$ cat src/rtl/gactx_bank3_pkg.sv
// Shared types and sizing helpers for the GACTX bank3 read-burst scheduler.
package gactx_bank3_pkg;

  typedef enum logic [1:0] {
    IDLE  = 2'd0,
    ISSUE = 2'd1,
    DRAIN = 2'd2,
    DONE  = 2'd3
  } sched_state_e;

  localparam int LP_DEF_DATA_WIDTH = 512;
  localparam int LP_DEF_BURST_LEN  = 64;
  localparam int LP_BEAT_BYTES     = LP_DEF_DATA_WIDTH / 8;
  localparam int LP_BURST_BYTES    = LP_BEAT_BYTES * LP_DEF_BURST_LEN;

  function automatic int beat_bytes(input int data_width);
    return data_width / 8;
  endfunction

  // One extra bit so the counter can hold the full C_MAX_OUTSTANDING value.
  function automatic int outstanding_width(input int max_outstanding);
    return $clog2(max_outstanding) + 1;
  endfunction

endpackage

$ cat src/rtl/gactx_bank3_xfer_counter.sv
// Load/increment/decrement counter with a registered zero flag and a look-ahead next value.
module gactx_bank3_xfer_counter
  import gactx_bank3_pkg::*;
#(
  parameter int W = 8
) (
  input  logic         clk,
  input  logic         srst,
  input  logic         load,
  input  logic [W-1:0] load_val,
  input  logic         incr,
  input  logic         decr,
  output logic [W-1:0] count,
  output logic [W-1:0] count_next,
  output logic         is_zero
);

  logic [W-1:0] count_q, count_d;
  logic         is_zero_q, is_zero_d;

  // Simultaneous incr and decr cancel out.
  always_comb begin
    count_d = count_q;
    if (load) begin
      count_d = load_val;
    end else if (incr && !decr) begin
      count_d = count_q + 1'b1;
    end else if (decr && !incr) begin
      count_d = count_q - 1'b1;
    end
    is_zero_d = (count_d == '0);
  end

  always_ff @(posedge clk) begin
    if (srst) begin
      count_q   <= '0;
      is_zero_q <= 1'b1;
    end else begin
      count_q   <= count_d;
      is_zero_q <= is_zero_d;
    end
  end

  assign count      = count_q;
  assign count_next = count_d;
  assign is_zero    = is_zero_q;

endmodule

$ cat src/rtl/gactx_bank3_rd_burst_sched.sv
// Splits a host read of N beats into AXI AR bursts, throttles in-flight bursts and
// pulses done once every burst has been issued and retired by its R-last.
module gactx_bank3_rd_burst_sched
  import gactx_bank3_pkg::*;
#(
  parameter int C_ADDR_WIDTH      = 64,
  parameter int C_DATA_WIDTH      = LP_DEF_DATA_WIDTH,
  parameter int C_LENGTH_WIDTH    = 32,
  parameter int C_BURST_LEN       = LP_DEF_BURST_LEN,
  parameter int C_MAX_OUTSTANDING = 16
) (
  input  logic                      aclk,
  input  logic                      areset,
  input  logic                      ctrl_start,
  input  logic [C_ADDR_WIDTH-1:0]   ctrl_addr_offset,
  input  logic [C_LENGTH_WIDTH-1:0] ctrl_length,
  output logic                      ctrl_busy,
  output logic                      ctrl_done,
  output logic                      m_axi_arvalid,
  input  logic                      m_axi_arready,
  output logic [C_ADDR_WIDTH-1:0]   m_axi_araddr,
  output logic [7:0]                m_axi_arlen,
  input  logic                      rlast_hs,
  output logic                      err_underflow
);

  localparam int LP_OUT_W = outstanding_width(C_MAX_OUTSTANDING);
  localparam logic [C_ADDR_WIDTH-1:0]   LP_ADDR_STEP =
    C_ADDR_WIDTH'(C_BURST_LEN * beat_bytes(C_DATA_WIDTH));
  localparam logic [C_LENGTH_WIDTH-1:0] LP_BURST_LEN_LW = C_LENGTH_WIDTH'(C_BURST_LEN);
  localparam logic [8:0]                LP_BURST_LEN_9  = 9'(C_BURST_LEN);
  localparam logic [7:0]                LP_ARLEN_FULL   = 8'(C_BURST_LEN - 1);
  localparam logic [LP_OUT_W-1:0]       LP_MAX_OUT      = LP_OUT_W'(C_MAX_OUTSTANDING);

  sched_state_e              state_q, state_d;
  logic                      busy_q, busy_d;
  logic                      done_q, done_d;
  logic                      arvalid_q, arvalid_d;
  logic [C_ADDR_WIDTH-1:0]   araddr_q, araddr_d;
  logic [7:0]                arlen_q, arlen_d;
  logic [8:0]                last_len_q, last_len_d;
  logic                      err_q, err_d;
  logic                      armed_q, armed_d;

  logic                      ar_hs, start_ok, out_dec;
  logic [C_LENGTH_WIDTH-1:0] start_quot, start_rem, start_bursts;
  logic [8:0]                start_last_len;
  logic [C_LENGTH_WIDTH-1:0] burst_count, burst_next;
  logic                      burst_zero;
  logic [LP_OUT_W-1:0]       out_count, out_next;
  logic                      out_zero;

  assign ar_hs    = arvalid_q & m_axi_arready;
  assign start_ok = ctrl_start & ~busy_q;
  // Retirements with nothing in flight are flagged, never counted.
  assign out_dec  = rlast_hs & ~out_zero;

  assign start_quot     = ctrl_length / LP_BURST_LEN_LW;
  assign start_rem      = ctrl_length % LP_BURST_LEN_LW;
  assign start_bursts   = start_quot + C_LENGTH_WIDTH'(start_rem != '0);
  assign start_last_len = (start_rem == '0) ? LP_BURST_LEN_9 : 9'(start_rem);

  gactx_bank3_xfer_counter #(.W(C_LENGTH_WIDTH)) u_bursts_left (
    .clk        (aclk),
    .srst       (areset),
    .load       (start_ok),
    .load_val   (start_bursts),
    .incr       (1'b0),
    .decr       (ar_hs),
    .count      (burst_count),
    .count_next (burst_next),
    .is_zero    (burst_zero)
  );

  gactx_bank3_xfer_counter #(.W(LP_OUT_W)) u_outstanding (
    .clk        (aclk),
    .srst       (areset),
    .load       (start_ok),
    .load_val   ('0),
    .incr       (ar_hs),
    .decr       (out_dec),
    .count      (out_count),
    .count_next (out_next),
    .is_zero    (out_zero)
  );

  always_comb begin
    state_d    = state_q;
    busy_d     = busy_q;
    done_d     = 1'b0;
    arvalid_d  = arvalid_q;
    araddr_d   = araddr_q;
    arlen_d    = arlen_q;
    last_len_d = last_len_q;
    armed_d    = armed_q;
    err_d      = err_q;

    if (rlast_hs && out_zero && armed_q) begin
      err_d = 1'b1;
    end

    case (state_q)
      IDLE: begin
        if (done_q) begin
          busy_d = 1'b0;
        end
        if (start_ok) begin
          busy_d     = 1'b1;
          armed_d    = 1'b1;
          err_d      = 1'b0;
          araddr_d   = ctrl_addr_offset;
          last_len_d = start_last_len;
          if (start_bursts == '0) begin
            state_d = DONE;
          end else begin
            state_d   = ISSUE;
            arvalid_d = 1'b1;
            arlen_d   = (start_bursts == C_LENGTH_WIDTH'(1)) ? 8'(start_last_len - 9'd1)
                                                               : LP_ARLEN_FULL;
          end
        end
      end
      ISSUE: begin
        if (ar_hs) begin
          if (burst_next == '0) begin
            arvalid_d = 1'b0;
            state_d   = DRAIN;
          end else begin
            // Next request is prepared immediately so AR can issue every cycle.
            araddr_d  = araddr_q + LP_ADDR_STEP;
            arlen_d   = (burst_count == C_LENGTH_WIDTH'(2)) ? 8'(last_len_q - 9'd1)
                                                            : LP_ARLEN_FULL;
            arvalid_d = (out_next < LP_MAX_OUT);
          end
        end else if (!arvalid_q && !burst_zero && ((out_count != LP_MAX_OUT) || out_dec)) begin
          arvalid_d = 1'b1;
        end
      end
      DRAIN: begin
        if (out_next == '0) begin
          state_d = DONE;
        end
      end
      DONE: begin
        done_d  = 1'b1;
        state_d = IDLE;
      end
      default: state_d = IDLE;
    endcase
  end

  always_ff @(posedge aclk) begin
    if (areset) begin
      state_q    <= IDLE;
      busy_q     <= 1'b0;
      done_q     <= 1'b0;
      arvalid_q  <= 1'b0;
      araddr_q   <= '0;
      arlen_q    <= '0;
      last_len_q <= '0;
      armed_q    <= 1'b0;
      err_q      <= 1'b0;
    end else begin
      state_q    <= state_d;
      busy_q     <= busy_d;
      done_q     <= done_d;
      arvalid_q  <= arvalid_d;
      araddr_q   <= araddr_d;
      arlen_q    <= arlen_d;
      last_len_q <= last_len_d;
      armed_q    <= armed_d;
      err_q      <= err_d;
    end
  end

  assign ctrl_busy     = busy_q;
  assign ctrl_done     = done_q;
  assign m_axi_arvalid = arvalid_q;
  assign m_axi_araddr  = araddr_q;
  assign m_axi_arlen   = arlen_q;
  assign err_underflow = err_q;

endmodule

$ cat config.mk
export PLATFORM = sky130hd
export DESIGN_NAME = gactx_bank3_rd_burst_sched
export DESIGN_NICKNAME = d
export VERILOG_FILES = /design/src/rtl/gactx_bank3_pkg.sv /design/src/rtl/gactx_bank3_xfer_counter.sv /design/src/rtl/gactx_bank3_rd_burst_sched.sv
export SDC_FILE = /design/constraint.sdc
export NUM_CORES = 1
export LEC_CHECK = 0
export CORE_UTILIZATION = 45
export DETAILED_ROUTE_END_ITERATION = 8
export PLACE_DENSITY_LB_ADDON = 0.25
export SYNTH_ARGS = -nofsm -noshare
export SYNTH_HDL_FRONTEND = slang
export SYNTH_SLANG_ARGS = --single-unit
$ cat constraint.sdc
create_clock -name aclk -period 5.7 [get_ports aclk]
set_input_delay 0.57 -clock aclk [delete_from_list [all_inputs] [get_ports aclk]]
set_output_delay 0.57 -clock aclk [all_outputs]
set_load 0.005 [all_outputs]
==> results of run 1 <==
## final timing paths
kind	startpoint	end
min reg2reg	m_axi_arlen[5]$_SDFFE_PP0P_	m_axi_arlen[5]$_SDFFE_PP0P_
min	m_axi_arlen[5]$_SDFFE_PP0P_	m_axi_arlen[5]$_SDFFE_PP0P_
max reg2reg	u_bursts_left.count[6]$_SDFF_PP0_	m_axi_araddr[43]$_SDFFE_PP0P_
max	ctrl_length[0]	m_axi_araddr[43]$_SDFFE_PP0P_
## where the power goes
part	internal [mW]	switching, mW	total, mW	leakage (nW)
registers	1.05	0.221	1.27	1.02
logic	0.665	0.776	1.44	2.30
clock network	0.721	0.390	1.11	0.298
## through the flow
step | util | setup WS, ps
3_3_place_gp | 0.575 | 142
6_report | 0.610 | 393
2_1_floorplan | - | 852
5_1_grt | 0.610 | 171
3_5_place_dp | 0.575 | 31.6
4_1_cts | 0.610 | 448
## layout make-up
cell class / instances / area [um^2]
well taps: 225 / 282
fillers: 1617 / 6850
inverters: 25 / 93.8
multi-input cells: 857 / 5300
clock inverters: 5 / 77.6
flip-flops and latches: 125 / 2500
repair buffers: 194 / 1900
clock buffers: 26 / 529
## registers in the layout, indices dropped and copies added, names as in the netlist, 2 cells and up
signal,flops
m_axi_araddr,64
u_bursts_left.count,32
state_q,2
u_outstanding.count,5
m_axi_arlen,8
last_len_q,7
## critical path, stage by stage
cell             delay [ps]
clkdlybuf4s50_1         530
inv_1                    60
ha_1                    250
nand3b_1                140
ha_1                    240
ha_1                    240
nand4_4                 110
or4_1                   630
o31a_1                  360
nor4_2                  230
o21ai_1                  90
or4_1                   510
or4_1                   730
and2_1                  330
o21ai_1                 130
buf_4                   270
o21ai_0                 140
## cells in the final DEF, fill, tap and decap left out, types with 32 or more instances in the layout
master           count
clkdlybuf4s50_1    175
dfxtp_1            125
nor3_1              60
nand2_1            106
o21ai_0             32
nor4_1              40
nor2_1             110
nand3_1             47
a21oi_1             77
xnor2_1             37
## logic make-up (layout without fill, tap and decap cells)
| kind of cell | Yosys count | count (layout) | synth area share |
|---|---|---|---|
| simple gates | 503 | 503 | 0.318 |
| compound gates | 258 | 258 | 0.215 |
| flops | 125 | 125 | 0.306 |
| buf+inv | 97 | 250 | 0.0474 |
| xor+xnor | 57 | 57 | 0.0610 |
| mux | 23 | 23 | 0.0289 |
| fa+ha+maj | 16 | 16 | 0.0245 |
## metal layers
metal / up-vias / share of wire / track usage / routed length, um
met2: 370 / 0.46 / 0.441 / 11900
met4: 0 / 0.020 / 0.0849 / 524
met3: 42 / 0.079 / 0.0456 / 2040
met1: 4159 / 0.44 / 0.367 / 11300
li1: 4325 / - / - / -
met5: - / 0 / 0 / 0
==> results.md, run 1 <==
* Status: finished, final reports clean
* Critical path launch point type: primary input
* Largest net degree at the start of global routing at 76
* Rel. slew slack at 0.311
* CP arrival at 5590 ps
* Die Y at roughly 140 um
* Tmin final at around 5300 ps
* Fmax at 0.188 GHz
* Synth area leaders: dfxtp_1 (31%), nor2_1 (5.1%), nand2_1 (4.9%), a21oi_1 (4.7%), xnor2_1 (4.0%)
* H-tree Lvls at 4
* Worst hold slack at between 400 and 500 ps
* CTS tree: yes
* Nets at 1337
* TNS Setup at 0 ps
* RSZ-0062 raised after global routing: false
* Peak supply drop at 0.368 mV
* Mapped Nets at approximately 1200
* Yosys Warn Count at 0
* Vias in the first global route at about 8000
* Routability cong. at ~0.94
* Worst hold path class: reg -> reg
* Final antenna-violating net count at 0
* Yosys top cell area share at 0.306
* Core Region at 17500 um^2
* Hold Path Depth at 2
* #FFs+latches synth at around 130
* Power per cell area at roughly 360 nW/um^2
* Total grt overflow at 0
* Number of flops mapped to enable cells by yosys at 0
* TritonCTS buffer count at 17
* Total Routing Usage GR at 0.272
* DR iter-0 viols at between 700 and 800
* Area of the die at around 19000 um^2
* Clock tree buffer depth at 2
* Count of different cell masters after synthesis at 74
* Top_reg_cell synth: dfxtp_1
* Post-synthesis sequential area ratio at 0.306
* Final HPWL DP at approximately 19000 um
* Hold Vio Cnt, Final at 0
* Hold Buf Count CTS at 0
* Drt first pass iters at 5
* Root Driver: clkbuf_16
* DR DRC count at 0
* Area leader, netlist: dfxtp_1
* Worst Setup End Kind: register
* Lkg Pwr at 3.63 nW
* Post-synth ARST share at 0
* Avg Vias per Cell at 6.11
* Synth cell count leaders: dfxtp_1 (125), nor2_1 (111), nand2_1 (106), a21oi_1 (77), nor3_1 (60)
* Avg Cell Area, Syn at ~7.6 um^2
* Req. time, crit path at roughly 6000 ps
* Clk pin slew, worst setup/hold paths at 50 ps
* Buffers on Ports at approximately 180
* WS Path Type: in -> reg
* Antenna violations before repair at 0
* Cells after synthesis at about 1100
* R2r setup slk at 1150 ps
* Total Power at roughly 3.8 mW
* Worst r2r path cells at 11
* Placed Cells at 1426
* Area Overhead vs Synth at 30.6%
* Max cap viols at 0
* Layout cells sized above 1 at 0.0576
* First-pass GRT wire length at 40400 um
* Clock skew at around 14 ps
* Cell area after layout at 10700 um^2
* Post-Route WL at ~26000 um
* # resized after CTS at 0
* Crit Path Max Fanout at 20
* Final setup vio count at 0
* CTS Sinks at 125
* Row count at 48
* Postcts setup bufs at 0
* Mapped Area at roughly 8200 um^2
* Slew @ Worst Pin at between 1000 and 1500 ps
* Initial core utilization at 0.467
* ANT cells at 0
* Vias at a little under 9000
* Tcrit/Tclk final at 0.931
* Slew Limit Fails at 0
* Final std cells w/o fill at around 1500
* I/O pins at around 180
* WL/cell at 17.6 um
* Post-DP Area at 10100 um^2
* Clk_lat worst skew at roughly 430 ps
* Most numerous cell in the Yosys netlist: dfxtp_1
* Chip width at 137 um
No activity file was read; power rests on OpenSTA's default activity.
==> run 2, diff against run 1 <==
- CAP_MARGIN: unset -> 15
- CORE_MARGIN: unset -> 2
- MAX_ROUTING_LAYER: unset -> met4
==> run 2 against run 1 <==
  * Cell count up 0.62%
  * Global-route usage up 0.59 points
  * Hold slack improved by 3.0 ps
  * Non-clock buffer count is 6 higher
  * Largest cell class unchanged
  * Highest routed layer unchanged
==> results.md, run 2 (synthesized netlist as in run 1, its figures left out) <==
* Postcts setup bufs at 0 (unchanged)
* Area Overhead vs Synth at 31.4%
* Slew @ Worst Pin at 1000 ps (-24.1 ps)
* Final HPWL DP at 18700 um (+0.60%)
* Commonest non-fill, non-tap cell in the layout: clkdlybuf4s50_1
* Drt first pass iters at 5 (unchanged)
* Final antenna-violating net count at 0 (unchanged)
* RSZ-0062 raised after global routing: false
* WL/cell at 18.0 um (+1.9%)
* Clk_lat worst skew at 430 ps (about the same)
* Largest net degree at the start of global routing at 53 (-30%)
* Tmin final at 5200 ps (-103 ps)
* Rel. slew slack at 0.332 (+0.0213)
* Post-layout util at 0.601 (-0.00867)
* Nets at 1343 (+0.45%)
* Clk pin slew, worst setup/hold paths at 50 ps (about the same)
* # resized after CTS at 0 (unchanged)
* Hold Vio Cnt, Final at 0 (unchanged)
* Max cap viols at 0 (unchanged)
* Critical path launch point type: primary input
* Initial core utilization at 0.457 (-0.00952)
* Root Driver: clkbuf_16
* Hold Buf Count CTS at 0 (unchanged)
* Crit Path Max Fanout at 17 (-15%)
* Final setup vio count at 0 (unchanged)
* Die Y at 139 um (+1.5%)
* Commonest cells after routing, fill and taps aside: clkdlybuf4s50_1 (175), dfxtp_1 (125), nor2_1 (110)
* Lkg Pwr at 3.66 nW (+0.87%)
* Slew Limit Fails at 0 (unchanged)
* Power per cell area at 362 nW/um^2 (+1.3%)
* Total grt overflow at 0 (unchanged)
* Clock skew at 6.57 ps (-7.32 ps)
* Req. time, crit path at 5990 ps (about the same)
* Avg Vias per Cell at 6.13 (+0.46%)
* TritonCTS buffer count at 17 (unchanged)
* Vias in the first global route at 8378 (+6.9%)
* Row count at 49 (+2.1%)
* Fmax at 0.192 GHz (+2.0%)
* TNS Setup at 0 ps (unchanged)
* CP arrival at 5500 ps (-90 ps)
* H-tree Lvls at 4 (unchanged)
* Buffers on Ports at 176 (unchanged)
* Worst hold path class: reg -> reg
* Fillers at 1633 (+0.99%)
* Routability cong. at 0.912 (-2.5%)
* DR DRC count at 0 (unchanged)
* CTS Sinks at 125 (unchanged)
* Pre-CTS setup slack at 111 ps (+79.0 ps)
* Vias at 8992 (+1.1%)
* Chip width at 139 um (+1.5%)
* Peak supply drop at 0.268 mV (-27%)
* Layout cells sized above 1 at 0.0606 (+0.00300)
* Total Routing Usage GR at 0.278 (+0.00587)
* Worst Setup End Kind: register
* Core Region at 17900 um^2 (+2.1%)
* Area of the die at 19300 um^2 (+2.9%)
* Max FFs per register at 64 (unchanged)
* I/O pins at 177 (unchanged)
* WS Path Type: in -> reg
* ANT cells at 0 (unchanged)
* Total Power at 3.90 mW (+1.9%)
* CTS tree: yes
* Tcrit/Tclk final at 0.913 (-0.0180)
* DR iter-0 viols at 823 (+9.6%)
* Status: finished, final reports clean
* Antenna violations before repair at 0 (unchanged)
* Post-Route WL at 26400 um (+2.5%)
* Setup WS post-layout at 496 ps (+103 ps)
* Clock tree buffer depth at 2 (unchanged)
* First-pass GRT wire length at 43300 um (+7.2%)
run 2: critical path, cell delays in order:
cell             delay [ps]
clkdlybuf4s50_1         520
inv_1                    60
ha_1                    260
nand3b_1                140
ha_1                    240
ha_1                    330
nand4_4                 120
or4_1                   630
o31a_1                  360
nor4_2                  210
o21ai_1                  90
or4_1                   500
or4_1                   420
buf_4                   220
and2_1                  240
o21ai_1                 190
buf_4                   260
o21ai_0                 120
run 2: worst paths after layout:
check	startpoint	cells after the start	endpoint	slack, ps
worst min-delay path	m_axi_arlen[6]$_SDFFE_PP0P_	2	m_axi_arlen[6]$_SDFFE_PP0P_	460
worst max-delay path	ctrl_length[0]	18	m_axi_araddr[27]$_SDFFE_PP0P_	500
worst min register to register	m_axi_arlen[6]$_SDFFE_PP0P_	2	m_axi_arlen[6]$_SDFFE_PP0P_	460
worst max register to register	u_bursts_left.count[1]$_SDFF_PP0_	12	m_axi_araddr[27]$_SDFFE_PP0P_	1150
run 2: final cells by class:
| cell class | instances | area (um^2) | area share |
|---|---|---|---|
| multi-input combinational | 857 | 5300 | 0.493 |
| inverter | 25 | 93.8 | 0.00872 |
| timing repair buffer | 200 | 1950 | 0.181 |
| tap | 229 | 287 | 0.0266 |
| sequential | 125 | 2500 | 0.233 |
| clock inverter | 6 | 133 | 0.0123 |
| clock buffer | 24 | 492 | 0.0457 |
run 2: metrics by stage:
step / hold WS, ps / cells / cell area [um^2]
CTS: 467 / 1465 / 10800
detailed placement: 456 / 1435 / 10100
global placement: 450 / 1435 / 10100
finish: 464 / 1466 / 10800
floorplan: 440 / 1079 / 8180
global route: 483 / 1466 / 10800
run 2: routing by layer:
metal | up-vias | share of wire | GRT usage
met5 | - | 0 | -
met4 | 0 | 0.016 | 0.0792
met3 | 39 | 0.070 | 0.0432
met2 | 376 | 0.47 | 0.430
met1 | 4259 | 0.45 | 0.377
li1 | 4318 | - | -
run 2: report_power, final:
part	leakage [nW]	total (mW)	switching, mW	internal, mW
Combinational	2.33	1.46	0.784	0.671
Sequential	1.02	1.27	0.218	1.05
Clock	0.302	1.17	0.400	0.773
==> run 3, diff against run 2 <==
- SYNTH_HIERARCHICAL: unset -> 1
==> run 3 against run 2 <==
  * Highest routed layer unchanged
  * Largest power group unchanged
  * Synthesized cell count grew 18%
  * First-iteration DRC count grew 14%
  * Maximum frequency rose by 0.44%
  * Sequential cell count stayed put
  * Largest cell class unchanged
==> results.md, run 3 <==
* Die Y at 149 um (+6.9%)
* Synth area leaders: dfxtp_1 (27%), nand2_1 (5.4%), nor2_1 (4.8%), a21oi_1 (4.2%), o21ai_0 (4.0%)
* Postcts setup bufs at 0 (unchanged)
* Worst hold path class: in -> reg
* Max FFs per register at 64 (unchanged)
* Tcrit/Tclk final at 0.909 (-0.00400)
* Mapped Area at 9400 um^2 (+15%)
* Peak supply drop at 0.318 mV (+19%)
* Final HPWL DP at 22100 um (+18%)
* Area of the die at 22100 um^2 (+14%)
* CP Cell Sequence: clkdlybuf4s50_1 -> inv_1 -> ha_1 -> nand3b_1 -> ha_1 -> ha_1 -> nand3_1 -> or4_4 -> o31a_1 -> or2_2 -> nand2_1 -> o21ai_1 -> nor4_1 -> nand4_1 -> o21ai_0 -> a21oi_4 -> buf_4 -> and3_1 -> a21oi_1 -> o22ai_1
* Top cell by count, worst path: ha_1
* Vias in the first global route at 9457 (+13%)
* Total grt overflow at 0 (unchanged)
* Sequential cell area at 2500 um^2 (unchanged)
* Buffers plus inverters on the worst setup path at 3 (-1)
* Post-Route WL at 30600 um (+16%)
* Cells after synthesis at 1277 (+18%)
* Clk pin slew, worst setup/hold paths at 60 ps (about the same)
* CTS tree: yes
* Total Routing Usage GR at 0.278 (+0.000498)
* Number of flops mapped to enable cells by yosys at 0 (unchanged)
* WL/cell at 18.1 um (+0.47%)
* Drt first pass iters at 8 (+3)
* #FFs+latches synth at 125 (unchanged)
* Nets at 1529 (+14%)
* Crit path max-delay family: simple AND/OR/NAND/NOR gates
* Req. time, crit path at 5950 ps (-40 ps)
* Power per cell area at 391 nW/um^2 (+7.8%)
* Rel. slew slack at 0.150 (-0.183)
* Area leader, netlist: dfxtp_1
* Slew @ Worst Pin at 1270 ps (+271 ps)
* Setup WS post-layout at 519 ps (+22.8 ps)
* Final std cells w/o fill at 1696 (+16%)
* Buffers on Ports at 176 (unchanged)
* Max cap viols at 0 (unchanged)
* Clock skew at 14.8 ps (+8.20 ps)
* Top_reg_cell synth: dfxtp_1
* Core Region at 20400 um^2 (+14%)
* Total Power at 4.64 mW (+19%)
* Post-synth ARST share at 0 (unchanged)
* Lkg Pwr at 4.11 nW (+12%)
* Placed Cells at 1664 (+16%)
* Final setup vio count at 0 (unchanged)
* Commonest non-fill, non-tap cell in the layout: clkdlybuf4s50_1
* Root Driver: clkbuf_16
* I/O pins at 177 (unchanged)
* Final antenna-violating net count at 0 (unchanged)
* TritonCTS buffer count at 17 (unchanged)
* Yosys Warn Count at 6 (+6)
* RSZ-0062 raised after global routing: false
* Max stage delay on crit path at 560 ps (-70 ps)
* Vias at 10400 (+15%)
* Fmax at 0.193 GHz (+0.44%)
* CP arrival at 5430 ps (-70 ps)
* Largest net degree at the start of global routing at 105 (+98%)
* First-pass GRT wire length at 48500 um (+12%)
* Status: finished, final reports clean
* Crit Path Max Fanout at 21 (+4)
* ANT cells at 0 (unchanged)
* Most numerous cell in the Yosys netlist: nand2_1
* Area Overhead vs Synth at 26.3%
* Clk_lat worst skew at 430 ps (about the same)
* Worst Setup End Kind: register
* Fillers at 1886 (+15%)
* Chip width at 149 um (+6.9%)
* Row count at 52 (+6.1%)
* Initial core utilization at 0.461 (+0.00426)
* Clock tree buffer depth at 2 (unchanged)
* WS Path Type: in -> reg
* DR iter-0 viols at 939 (+14%)
* Critical path's slowest cell: clkdlybuf4s50_1
* Layout cells sized above 1 at 0.0701 (+0.00950)
* Pre-CTS setup slack at 155 ps (+44.0 ps)
* Antenna violations before repair at 0 (unchanged)
* # resized after CTS at 0 (unchanged)
* Avg Vias per Cell at 6.11 (-0.39%)
* CTS Sinks at 125 (unchanged)
* Tmin final at 5180 ps (-22.8 ps)
* H-tree Lvls at 4 (unchanged)
* Critical path launch point type: primary input
* Count of different cell masters after synthesis at 96 (+30%)
* Routability cong. at 0.997 (+9.3%)
* TNS Setup at 0 ps (unchanged)
* Multi-input gate area at 6410 um^2 (+21%)
* Commonest cells after routing, fill and taps aside: clkdlybuf4s50_1 (175), nand2_1 (135), dfxtp_1 (125)
* R2r setup slk at 1170 ps (+20 ps)
* Avg Cell Area, Syn at 7.36 um^2 (-3.0%)
* Synth cell count leaders: nand2_1 (135), dfxtp_1 (125), nor2_1 (121), a21oi_1 (79), o21ai_0 (75)
* DR DRC count at 0 (unchanged)
* Hold Vio Cnt, Final at 0 (unchanged)
* Hold Buf Count CTS at 0 (unchanged)
* Post-synthesis sequential area ratio at 0.266 (-0.0395)
* Yosys top cell area share at 0.266 (-0.0395)
* Slew Limit Fails at 0 (unchanged)
[run 3: changes by cell type in the layout (fill, tap and decap cells not counted), sizes merged, moves of 11 or more]
cell / delta
nand3: +19
nor3: -16
nand4: +16
nor3b: -11
nor2b: +17
o211ai: -22
inv: +11
nor4: +15
a22oi: +23
and2: +24
nand2: +29
o21ai: +45
conb: +11
[run 3: cell families (layout without fill, tap and decap cells)]
kind of cell | after synthesis | in the layout | share of synthesized area
AO/OA/AOI/OAI | 317 | 317 | 0.223
XOR/XNOR | 53 | 53 | 0.0510
adder cells (fa/ha/maj) | 15 | 15 | 0.0200
buffers and inverters | 117 | 256 | 0.0574
flip-flops | 125 | 125 | 0.266
multiplexers | 13 | 13 | 0.0144
other | 1 | 11 | 0.000399
AND/OR/NAND/NOR | 636 | 636 | 0.368
[run 3: layout make-up]
type / instances / share of cell area
Tap cell: 270 / 0.0285
Clock buffer: 18 / 0.0362
Clock inverter: 14 / 0.0154
Multi-Input combinational cell: 1045 / 0.540
Inverter: 32 / 0.0101
Sequential cell: 125 / 0.211
Timing Repair Buffer: 192 / 0.159
[run 3: through the flow]
step / hold slack (ps) / area (um^2) / util
6_report: 404 / 11900 / 0.583
5_1_grt: 403 / 11900 / 0.583
4_1_cts: 385 / 11900 / 0.583
3_5_place_dp: 459 / 11300 / 0.553
3_3_place_gp: 450 / 11300 / 0.553
2_1_floorplan: 440 / 9430 / -
[run 3: final timing paths]
check,endpoint,depth (start not counted),from
setup / recovery,m_axi_araddr[63]$_SDFFE_PP0P_,20,ctrl_length[0]
hold / removal,u_bursts_left/count[8]$_SDFF_PP0_,2,areset
setup reg to reg,m_axi_araddr[63]$_SDFFE_PP0P_,15,m_axi_arvalid$_SDFFE_PP0P_
hold reg to reg,ctrl_busy$_SDFFE_PP0P_,2,ctrl_busy$_SDFFE_PP0P_
[run 3: worst register-to-register path, cell delays in order, from the launching register on]
cell	delay, ps
dfxtp_1	420
nand2_1	220
inv_1	120
nor4b_2	460
nand3b_1	380
o21ai_0	330
xnor2_1	150
o21ai_0	220
nor4_1	490
nand4_1	270
o21ai_0	480
a21oi_4	160
buf_4	270
and3_1	200
a21oi_1	110
o22ai_1	90
[run 3: metal layers]
layer / track usage / share of wire / wire [um] / vias up
met5: - / 0 / 0 / -
met3: 0.0626 / 0.088 / 2710 / 75
met2: 0.431 / 0.45 / 13900 / 517
met1: 0.364 / 0.43 / 13300 / 4765
met4: 0.0819 / 0.025 / 766 / 0
li1: - / - / - / 5005
[run 3: power by group]
part / total, mW / internal, mW / switching (mW)
logic: 2.06 / 0.942 / 1.12
registers: 1.43 / 1.11 / 0.324
clock network: 1.15 / 0.698 / 0.451
